**src/rtl/seq_verdict_collector_if.sv**
```systemverilog
// Verdict collector bus: window/verdict handshake, consumer acknowledge,
// clear strobe and the per-verdict statistics outputs.
// Optional field ts exists only when VERDICT_TIMESTAMP_EN is defined.
interface seq_verdict_collector_if;
  logic       en;
  logic       match;
  logic       fail;
  logic       rd_ack;
  logic       clr;
  logic       verdict_valid;
  logic [1:0] verdict;
  logic [7:0] pass_cnt;
  logic [7:0] fail_cnt;
  logic [7:0] vac_cnt;
  logic [3:0] consec_fail;
  logic       err_sticky;
  logic       overrun;
`ifdef VERDICT_TIMESTAMP_EN
  logic [15:0] ts;
`endif

`ifdef VERDICT_TIMESTAMP_EN
  modport master (
    output en, match, fail, rd_ack, clr,
    input  verdict_valid, verdict, pass_cnt, fail_cnt, vac_cnt,
    input  consec_fail, err_sticky, overrun, ts
  );
  modport slave (
    input  en, match, fail, rd_ack, clr,
    output verdict_valid, verdict, pass_cnt, fail_cnt, vac_cnt,
    output consec_fail, err_sticky, overrun, ts
  );
`else
  modport master (
    output en, match, fail, rd_ack, clr,
    input  verdict_valid, verdict, pass_cnt, fail_cnt, vac_cnt,
    input  consec_fail, err_sticky, overrun
  );
  modport slave (
    input  en, match, fail, rd_ack, clr,
    output verdict_valid, verdict, pass_cnt, fail_cnt, vac_cnt,
    output consec_fail, err_sticky, overrun
  );
`endif
endinterface

```
**src/rtl/seq_verdict_collector.sv**
```systemverilog
// seq_verdict_collector: collects the match/fail outputs of an upstream
// sequence checker over a window of WIN_LEN+1 cycles, reports one verdict
// (FAIL > PASS > VACUOUS) and keeps saturating per-verdict statistics plus
// a sticky error once FAIL_LIMIT consecutive FAIL verdicts are seen.
// Optional feature macro: VERDICT_TIMESTAMP_EN adds a free-running 16-bit
// cycle counter and the ts field latched at window start.
module seq_verdict_collector #(
  parameter int WIN_LEN    = 6,
  parameter int FAIL_LIMIT = 3
) (
  input  logic                  clk,
  input  logic                  rst,
  seq_verdict_collector_if.slave bus
);

  localparam logic [1:0] VERDICT_VAC  = 2'b00;
  localparam logic [1:0] VERDICT_PASS = 2'b01;
  localparam logic [1:0] VERDICT_FAIL = 2'b10;
  localparam logic [3:0] LAST_CNT     = 4'(WIN_LEN);
  localparam logic [3:0] LIMIT        = 4'(FAIL_LIMIT);

  typedef enum logic [1:0] {
    ST_IDLE   = 2'd0,
    ST_WINDOW = 2'd1,
    ST_REPORT = 2'd2
  } state_t;

  state_t     state_r;
  logic [3:0] cnt_r;
  logic       match_seen_r;
  logic       fail_seen_r;
  logic       valid_r;
  logic [1:0] verdict_r;
  logic [7:0] pass_cnt_r;
  logic [7:0] fail_cnt_r;
  logic [7:0] vac_cnt_r;
  logic [3:0] consec_r;
  logic       err_r;

  logic       report_entry_s;
  logic [1:0] verdict_next_s;
  logic [3:0] consec_next_s;

  function automatic logic [7:0] sat_inc8(input logic [7:0] v);
    return (v == 8'hFF) ? v : v + 8'd1;
  endfunction

  function automatic logic [3:0] sat_inc4(input logic [3:0] v);
    return (v == 4'hF) ? v : v + 4'd1;
  endfunction

  // Decide the verdict including the final sample, so REPORT entry sees it.
  always_comb begin
    report_entry_s = 1'b0;
    verdict_next_s = VERDICT_VAC;
    consec_next_s  = 4'd0;
    if ((state_r == ST_WINDOW) && (cnt_r == LAST_CNT)) begin
      report_entry_s = 1'b1;
    end else begin
      report_entry_s = 1'b0;
    end
    if (fail_seen_r || bus.fail) begin
      verdict_next_s = VERDICT_FAIL;
    end else if (match_seen_r || bus.match) begin
      verdict_next_s = VERDICT_PASS;
    end else begin
      verdict_next_s = VERDICT_VAC;
    end
    if (verdict_next_s == VERDICT_FAIL) begin
      consec_next_s = sat_inc4(consec_r);
    end else begin
      consec_next_s = 4'd0;
    end
  end

  // Window FSM: IDLE -> WINDOW (WIN_LEN+1 samples) -> REPORT until rd_ack.
  always_ff @(posedge clk) begin
    if (rst) begin
      state_r      <= ST_IDLE;
      cnt_r        <= 4'd0;
      match_seen_r <= 1'b0;
      fail_seen_r  <= 1'b0;
      valid_r      <= 1'b0;
      verdict_r    <= VERDICT_VAC;
    end else begin
      case (state_r)
        ST_IDLE: begin
          if (bus.en) begin
            state_r      <= ST_WINDOW;
            cnt_r        <= 4'd0;
            match_seen_r <= 1'b0;
            fail_seen_r  <= 1'b0;
          end
        end
        ST_WINDOW: begin
          match_seen_r <= match_seen_r | bus.match;
          fail_seen_r  <= fail_seen_r | bus.fail;
          if (report_entry_s) begin
            state_r   <= ST_REPORT;
            cnt_r     <= 4'd0;
            valid_r   <= 1'b1;
            verdict_r <= verdict_next_s;
          end else begin
            cnt_r <= cnt_r + 4'd1;
          end
        end
        ST_REPORT: begin
          if (bus.rd_ack) begin
            state_r <= ST_IDLE;
            valid_r <= 1'b0;
          end
        end
        default: begin
          state_r <= ST_IDLE;
          cnt_r   <= 4'd0;
          valid_r <= 1'b0;
        end
      endcase
    end
  end

  // Statistics: one saturating increment per REPORT entry; clr wins.
  always_ff @(posedge clk) begin
    if (rst || bus.clr) begin
      pass_cnt_r <= 8'd0;
      fail_cnt_r <= 8'd0;
      vac_cnt_r  <= 8'd0;
      consec_r   <= 4'd0;
      err_r      <= 1'b0;
    end else if (report_entry_s) begin
      case (verdict_next_s)
        VERDICT_FAIL: fail_cnt_r <= sat_inc8(fail_cnt_r);
        VERDICT_PASS: pass_cnt_r <= sat_inc8(pass_cnt_r);
        default:      vac_cnt_r  <= sat_inc8(vac_cnt_r);
      endcase
      consec_r <= consec_next_s;
      if (consec_next_s >= LIMIT) begin
        err_r <= 1'b1;
      end
    end
  end

`ifdef VERDICT_TIMESTAMP_EN
  logic [15:0] cyc_r;
  logic [15:0] ts_r;

  // Free-running cycle counter; ts captures it when a window starts.
  always_ff @(posedge clk) begin
    if (rst) begin
      cyc_r <= 16'd0;
      ts_r  <= 16'd0;
    end else begin
      cyc_r <= cyc_r + 16'd1;
      if ((state_r == ST_IDLE) && bus.en) begin
        ts_r <= cyc_r;
      end
    end
  end

  assign bus.ts = ts_r;
`endif

  assign bus.verdict_valid = valid_r;
  assign bus.verdict       = verdict_r;
  assign bus.pass_cnt      = pass_cnt_r;
  assign bus.fail_cnt      = fail_cnt_r;
  assign bus.vac_cnt       = vac_cnt_r;
  assign bus.consec_fail   = consec_r;
  assign bus.err_sticky    = err_r;
  // overrun flags the very cycle a stray en is presented, hence no register.
  assign bus.overrun       = bus.en && (state_r != ST_IDLE);

endmodule

```
**src/flat_wrapper.sv**
```systemverilog
// flat-port wrapper written by rule: the top's interface ports become plain ports
module seq_verdict_collector_flat 
#(
  parameter int WIN_LEN    = 6,
  parameter int FAIL_LIMIT = 3
)
  (clk, rst, bus_en, bus_match, bus_fail, bus_rd_ack, bus_clr, bus_verdict_valid, bus_verdict, bus_pass_cnt, bus_fail_cnt, bus_vac_cnt, bus_consec_fail, bus_err_sticky, bus_overrun);
  seq_verdict_collector_if bus_i ();
  input  logic clk;
  input  logic rst;
  input wire logic [$bits(bus_i.en)-1:0] bus_en;
  input wire logic [$bits(bus_i.match)-1:0] bus_match;
  input wire logic [$bits(bus_i.fail)-1:0] bus_fail;
  input wire logic [$bits(bus_i.rd_ack)-1:0] bus_rd_ack;
  input wire logic [$bits(bus_i.clr)-1:0] bus_clr;
  output wire logic [$bits(bus_i.verdict_valid)-1:0] bus_verdict_valid;
  output wire logic [$bits(bus_i.verdict)-1:0] bus_verdict;
  output wire logic [$bits(bus_i.pass_cnt)-1:0] bus_pass_cnt;
  output wire logic [$bits(bus_i.fail_cnt)-1:0] bus_fail_cnt;
  output wire logic [$bits(bus_i.vac_cnt)-1:0] bus_vac_cnt;
  output wire logic [$bits(bus_i.consec_fail)-1:0] bus_consec_fail;
  output wire logic [$bits(bus_i.err_sticky)-1:0] bus_err_sticky;
  output wire logic [$bits(bus_i.overrun)-1:0] bus_overrun;
  assign bus_i.en = bus_en;
  assign bus_i.match = bus_match;
  assign bus_i.fail = bus_fail;
  assign bus_i.rd_ack = bus_rd_ack;
  assign bus_i.clr = bus_clr;
  assign bus_verdict_valid = bus_i.verdict_valid;
  assign bus_verdict = bus_i.verdict;
  assign bus_pass_cnt = bus_i.pass_cnt;
  assign bus_fail_cnt = bus_i.fail_cnt;
  assign bus_vac_cnt = bus_i.vac_cnt;
  assign bus_consec_fail = bus_i.consec_fail;
  assign bus_err_sticky = bus_i.err_sticky;
  assign bus_overrun = bus_i.overrun;
  seq_verdict_collector #(.WIN_LEN(WIN_LEN), .FAIL_LIMIT(FAIL_LIMIT)) u_core (.clk(clk), .rst(rst), .bus(bus_i));
endmodule
```
**config.mk**
```make
export PLATFORM = sky130hd
export DESIGN_NAME = seq_verdict_collector_flat
export DESIGN_NICKNAME = d
export VERILOG_FILES = /design/src/rtl/seq_verdict_collector_if.sv /design/src/rtl/seq_verdict_collector.sv /design/src/flat_wrapper.sv
export SDC_FILE = /design/constraint.sdc
export NUM_CORES = 1
export LEC_CHECK = 0
export BUFFER_PORTS_ARGS = -buffer_cell sky130_fd_sc_hd__buf_4
export CAP_MARGIN = 40
export CORE_ASPECT_RATIO = 1.1
export CORE_MARGIN = 2
export CORE_UTILIZATION = 53
export DETAILED_ROUTE_END_ITERATION = 7
export PLACE_DENSITY = 0.88
export SLEW_MARGIN = 10
export SYNTH_ARGS = -nofsm -noshare
export SYNTH_HDL_FRONTEND = slang
export SYNTH_SLANG_ARGS = --single-unit
```
**constraint.sdc**
```tcl
create_clock -name clk -period 4 [get_ports clk]
set_input_delay 0.4 -clock clk [delete_from_list [all_inputs] [get_ports clk]]
set_output_delay 0.4 -clock clk [all_outputs]
set_load 0.005 [all_outputs]
```
# After elaboration in Yosys (flattened, before gate mapping)
# Cells that the tools add are included.
# word_totals
reg_bits	40
input_bits	7
out_inout_bits	33
wordCells	73
# classes
addsub	5
order_cmp	1
n_eq_ne	12
muxes	18
n_bitwise	8
reduce_logical	18
# ops
cell	n
$add 8x1->8 const B	3
$eq 8x8->1 const B	3
$mux 4	4
$reduce_and 3->1	5
$pmux 4 s3	1
$add 4x1->4 const B	2
$mux 2	4
$reduce_and 2->1	4
$not 1->1	6
$pmux 2 s3	1
$mux 1	5
$eq 2x1->1 const B	2
$eq 2x2->1 const B	2
$eq 4x3->1 const B	1
$eq 4x4->1 const B	1
$ge 4x2->1 const B	1
$ne 2x2->1 const B	2
$pmux 1 s2	2
$reduce_bool 2->1	2
$logic_or 1x1->1	3
$pmux 1 s3	1
$logic_and 1x1->1	2
$logic_not 2->1	1
$ne 2x1->1 const B	1
other kinds (2)	3

# Depth between registers and ports, before layout
# depth
word_depth	7
depth_mapped	8
ltp_nobuf	6

# Least setup slack after synthesis
# Ideal clock, no wire load.
# synth_path
path_kind	input-to-reg
from	input bus_fail
to	register u_core.pass_cnt_r[5] (netlist: u_core.bus.pass_cnt[5])
setup_ps	71
arrival_time_ps	1926
required_time_ps	3929
setup_slack_ps	2004
stages	4
n_path_buf	0
path_cell_list	or4b_4 or4_4 or4_1 a21oi_1
# synth_via
elab_chain_len	4
# synth_lines
element	line_no	text
start: declaration	flat_wrapper.sv:13	input wire logic [$bits(bus_i.fail)-1:0] bus_fail;
$logic_or 1x1->1	seq_verdict_collector.sv:62	if (fail_seen_r || bus.fail) begin
$mux 2	seq_verdict_collector.sv:62	
$eq 2x1->1	seq_verdict_collector.sv:131	case (verdict_next_s)
$reduce_and 3->1 (no source line)	n/a	
end signal: assignment	seq_verdict_collector.sv:133	VERDICT_PASS: pass_cnt_r <= sat_inc8(pass_cnt_r);
end: declaration	seq_verdict_collector.sv:34	logic [7:0] pass_cnt_r;
# No other way between the ends.
# A chain may end at the register's enable or synchronous reset.

# Worst setup path in the final report
# layout_path
from	register u_core.state_r[0]
to	register u_core.vac_cnt_r[5] (netlist: u_core.bus.vac_cnt[5])
# layout_via
elab_chain_len	4
# layout_lines
element	line_no	text
start: declaration	seq_verdict_collector.sv:28	state_t state_r;
start signal: assignment	seq_verdict_collector.sv:79	state_r <= ST_IDLE;
start signal: assignment	seq_verdict_collector.sv:89	state_r <= ST_WINDOW;
start signal: assignment	seq_verdict_collector.sv:99	state_r <= ST_REPORT;
$eq 2x1->1	seq_verdict_collector.sv:57	if ((state_r == ST_WINDOW) && (cnt_r == LAST_CNT)) begin
$logic_and 1x1->1	seq_verdict_collector.sv:57	
$mux 1	seq_verdict_collector.sv:57	
$reduce_and 3->1 (no source line)	n/a	
end signal: assignment	seq_verdict_collector.sv:134	default: vac_cnt_r <= sat_inc8(vac_cnt_r);
end: declaration	seq_verdict_collector.sv:36	logic [7:0] vac_cnt_r;
# No other way between the ends.

==> impl_table.tex <==
\begin{tabular}{lr}
\hline
Metric & Value \\
\hline
\multicolumn{2}{l}{\textbf{Detailed routing}} \\
Routed vias/inst & approximately 6.0 \\
Via Count & around 2000 \\
Routed wire per std cell & approximately 14 um \\
Routed Antenna Nets & 0 \\
Violation count after the first detailed-route iteration & around 130 \\
Post-detailed-routing wire length & $\sim$4600 um \\
Post-route DRC violation count & 0 \\
Initial DRT Pass Iterations & 4 \\
\multicolumn{2}{l}{\textbf{CTS}} \\
Clock latency of the later-clocked register in the worst-skew pair & 0.30 ns \\
Total of cells resized after clock tree synthesis & 0 \\
Hold-fix buffers at CTS & 0 \\
Max H-tree Level & 2 \\
Post CTS Setup Buffer Count & 0 \\
TritonCTS clock tree & done \\
Num CTS Buffers & 5 \\
CTS sink cnt & 40 \\
Clock Root Buffer & clkbuf\_8 \\
Clock Path Buffers & 2 \\
Worst-path clk slew & $\sim$0.080 ns \\
\multicolumn{2}{l}{\textbf{Synth}} \\
Synthesized instance count & between 200 and 250 \\
Synth warnings & 0 \\
Post-synth EDFFs & 0 \\
Share of synthesized registers carrying an async set or reset & 0 \\
Post-synthesis instance area & 0.00200 mm\^{}2 \\
Per-instance average area after synthesis & between 8 and 9 um\^{}2 \\
Sequential fraction of the synthesis area & 0.400 \\
FF+latch count, synth & 40 \\
Most common flop cell mapped by yosys & dfxtp\_1 \\
Mapped Nets & about 250 \\
Number of different library cells in the post-synthesis netlist & 42 \\
\multicolumn{2}{l}{\textbf{Timing}} \\
\# setup viols final & 0 \\
Portion of the clock cycle consumed by the worst path in the final layout & 0.589 \\
Number of max-slew violations in the final report & 0 \\
Fmax & $\sim$0.42 GHz \\
Total Neg Setup Slack & 0 ns \\
Setup repair after global routing missed its margin & no \\
Worst clock skew & between 0.01 and 0.015 ns \\
Minimum period implied by the final worst setup slack & about 2.4 ns \\
Total count of hold-check failures in the final report & 0 \\
Slew at the pin with the worst max-slew slack & between 0.7 and 0.8 ns \\
Final setup margin & roughly 1.6 ns \\
Slew Limit Headroom & 0.505 \\
\multicolumn{2}{l}{\textbf{Placement}} \\
Weighted congestion reported at the end of routability-driven placement & 0.812 \\
Pre-CTS worst setup slack & about 1.7 ns \\
Final HPWL DP & roughly 3200 um \\
Port bufs & 39 \\
\multicolumn{2}{l}{\textbf{Pwr}} \\
Reported leakage power & roughly 0.85 nW \\
Overall power of the completed layout & 0.000773 W \\
Worst voltage drop across the vdd grid & approximately 0.30 mV \\
Areal power density over the cells & 320 mW/mm\^{}2 \\
\multicolumn{2}{l}{\textbf{Worst setup path}} \\
Setup crit end kind & flop \\
Crit path launch type & flop \\
Required time of the critical path & 4.23 ns \\
Type of the worst setup path & flop to flop \\
Endpoint arrival time on the critical path & around 2.6 ns \\
Crit path max fanout & 16 \\
\multicolumn{2}{l}{\textbf{Global route}} \\
Sum of overflow across all layers after global routing & 0 \\
Pin count of the biggest net entering global routing & 24 \\
Global router's overall resource usage & 0.225 \\
Initial antenna violation count & 0 \\
Via count of the first global-routing pass & $\sim$1800 \\
First-pass GRT wire length & between 7000 and 8000 um \\
\multicolumn{2}{l}{\textbf{Floorplanning}} \\
Core region area & 0.00363 mm\^{}2 \\
Total die area & $\sim$0.0043 mm\^{}2 \\
Initial core utilization & 0.552 \\
Top Ports & 40 \\
Die Span X & $\sim$63 um \\
Height of the chip & 68.4 um \\
Site Rows & 23 \\
\multicolumn{2}{l}{\textbf{Worst hold path}} \\
Worst hold path type & primary input to flop \\
\multicolumn{2}{l}{\textbf{Status}} \\
Outcome & complete, no violations \\
\multicolumn{2}{l}{\textbf{Layout}} \\
Net count, final & between 200 and 300 \\
Area Growth Syn to Fin & 20.9\% \\
Highest-count cells in the layout ignoring fill and taps & dfxtp\_1, buf\_4, nor2\_1, a21oi\_1, nand3\_1 \\
Fraction of layout cells with a size suffix above 1 & 0.189 \\
Most common cell after layout, fill and taps aside & dfxtp\_1 \\
Diode insertion count for antenna repair & 0 \\
\multicolumn{2}{l}{\textbf{Flow run}} \\
Number of maximum-capacitance violations & 0 \\
\hline
\end{tabular}
[layout make-up]
type / instances / area (um^2)
multi-input cells: 184 / 1140
inverters: 4 / 15.0
fillers: 330 / 1210
flip-flops and latches: 40 / 801
clock inverters: 2 / 35.0
repair buffers: 39 / 293
well taps: 50 / 62.6
clock buffers: 6 / 72.6
[path summary, 6_finish.rpt]
path                                                      from                                 end  slack [ns]  cells past startpoint
worst max-delay path            u_core.state_r[0]$_SDFFE_PP0P_  u_core.bus.vac_cnt[5]$_SDFFE_PP0P_        1.64                      4
worst min-delay path                                       rst      u_core.state_r[1]$_SDFFE_PP0P_        0.36                      2
worst max register to register  u_core.state_r[0]$_SDFFE_PP0P_  u_core.bus.vac_cnt[5]$_SDFFE_PP0P_        1.64                      4
worst min register to register    u_core.cnt_r[3]$_SDFFE_PP0P_        u_core.cnt_r[3]$_SDFFE_PP0P_        0.50                      2
[layer usage]
| layer | part of all wire | wire [um] | GRT usage | vias to the layer above |
|---|---|---|---|---|
| met5 | 0 | 0 | 0 | - |
| met4 | 0.013 | 61 | 0.117 | 0 |
| met3 | 0.052 | 238 | 0.0428 | 5 |
| met2 | 0.49 | 2240 | 0.407 | 54 |
| met1 | 0.44 | 2030 | 0.257 | 905 |
| li1 | - | - | - | 985 |
[sequential cells by signal (all words and copies together) (netlist names), 2 cells and up]
signal	count
u_core.bus.consec_fail	4
u_core.bus.fail_cnt	8
u_core.bus.pass_cnt	8
u_core.bus.vac_cnt	8
u_core.bus.verdict	2
u_core.cnt_r	4
u_core.state_r	2
[critical path, cell delays in order, from the launching register on]
cell,delay [ns]
dfxtp_1,0.55
nor4b_1,0.47
nand3_1,0.49
or4_1,0.64
a21oi_1,0.14
[where the power goes]
group / leakage [nW] / internal, W / switching, W
clock: 0.0552 / 0.000185 / 0.000145
combinational: 0.476 / 0.0000151 / 0.0000215
sequential: 0.323 / 0.000401 / 0.00000533
total: 0.855 / 0.000602 / 0.000172
[cells in the mapped netlist (3+ instances only)]
library cell | instances | area share
nand4_1 | 3 | 0.0094
or2_2 | 4 | 0.013
nor2_1 | 20 | 0.038
nor3_1 | 7 | 0.018
ha_1 | 6 | 0.038
nand3b_1 | 4 | 0.015
or4_1 | 6 | 0.023
nand2_1 | 14 | 0.026
o41ai_1 | 5 | 0.022
nor2b_1 | 6 | 0.019
o211ai_1 | 5 | 0.019
dfxtp_1 | 40 | 0.40
and3_1 | 3 | 0.0094
clkbuf_1 | 12 | 0.023
nor4_1 | 6 | 0.019
o311ai_0 | 4 | 0.018
inv_1 | 4 | 0.0075
nand3_1 | 18 | 0.045
o31ai_1 | 9 | 0.034
o21a_1 | 3 | 0.011
o21ai_0 | 12 | 0.030
a21oi_1 | 20 | 0.050
or3_1 | 6 | 0.019
[logic make-up after synthesis]
logic type | count (synthesis) | share of synthesized area
AND/OR/NAND/NOR | 104 | 0.283
AO/OA/AOI/OAI | 69 | 0.226
flip-flops | 40 | 0.400
buffers and inverters | 16 | 0.0300
adder cells (fa/ha/maj) | 6 | 0.0375
XOR/XNOR | 3 | 0.0131
multiplexers | 2 | 0.0100
[per-stage QoR]
stage | instance area [um^2] | hold WS (ns) | std cells | utilization
3_3_place_gp | 2310 | 0.471 | 317 | 0.637
4_1_cts | 2420 | 0.355 | 325 | 0.667
2_1_floorplan | 2000 | 0.453 | 240 | -
3_5_place_dp | 2310 | 0.485 | 317 | 0.637
6_report | 2420 | 0.357 | 325 | 0.667
5_1_grt | 2420 | 0.363 | 325 | 0.667
No activity file was read; power rests on OpenSTA's default activity.
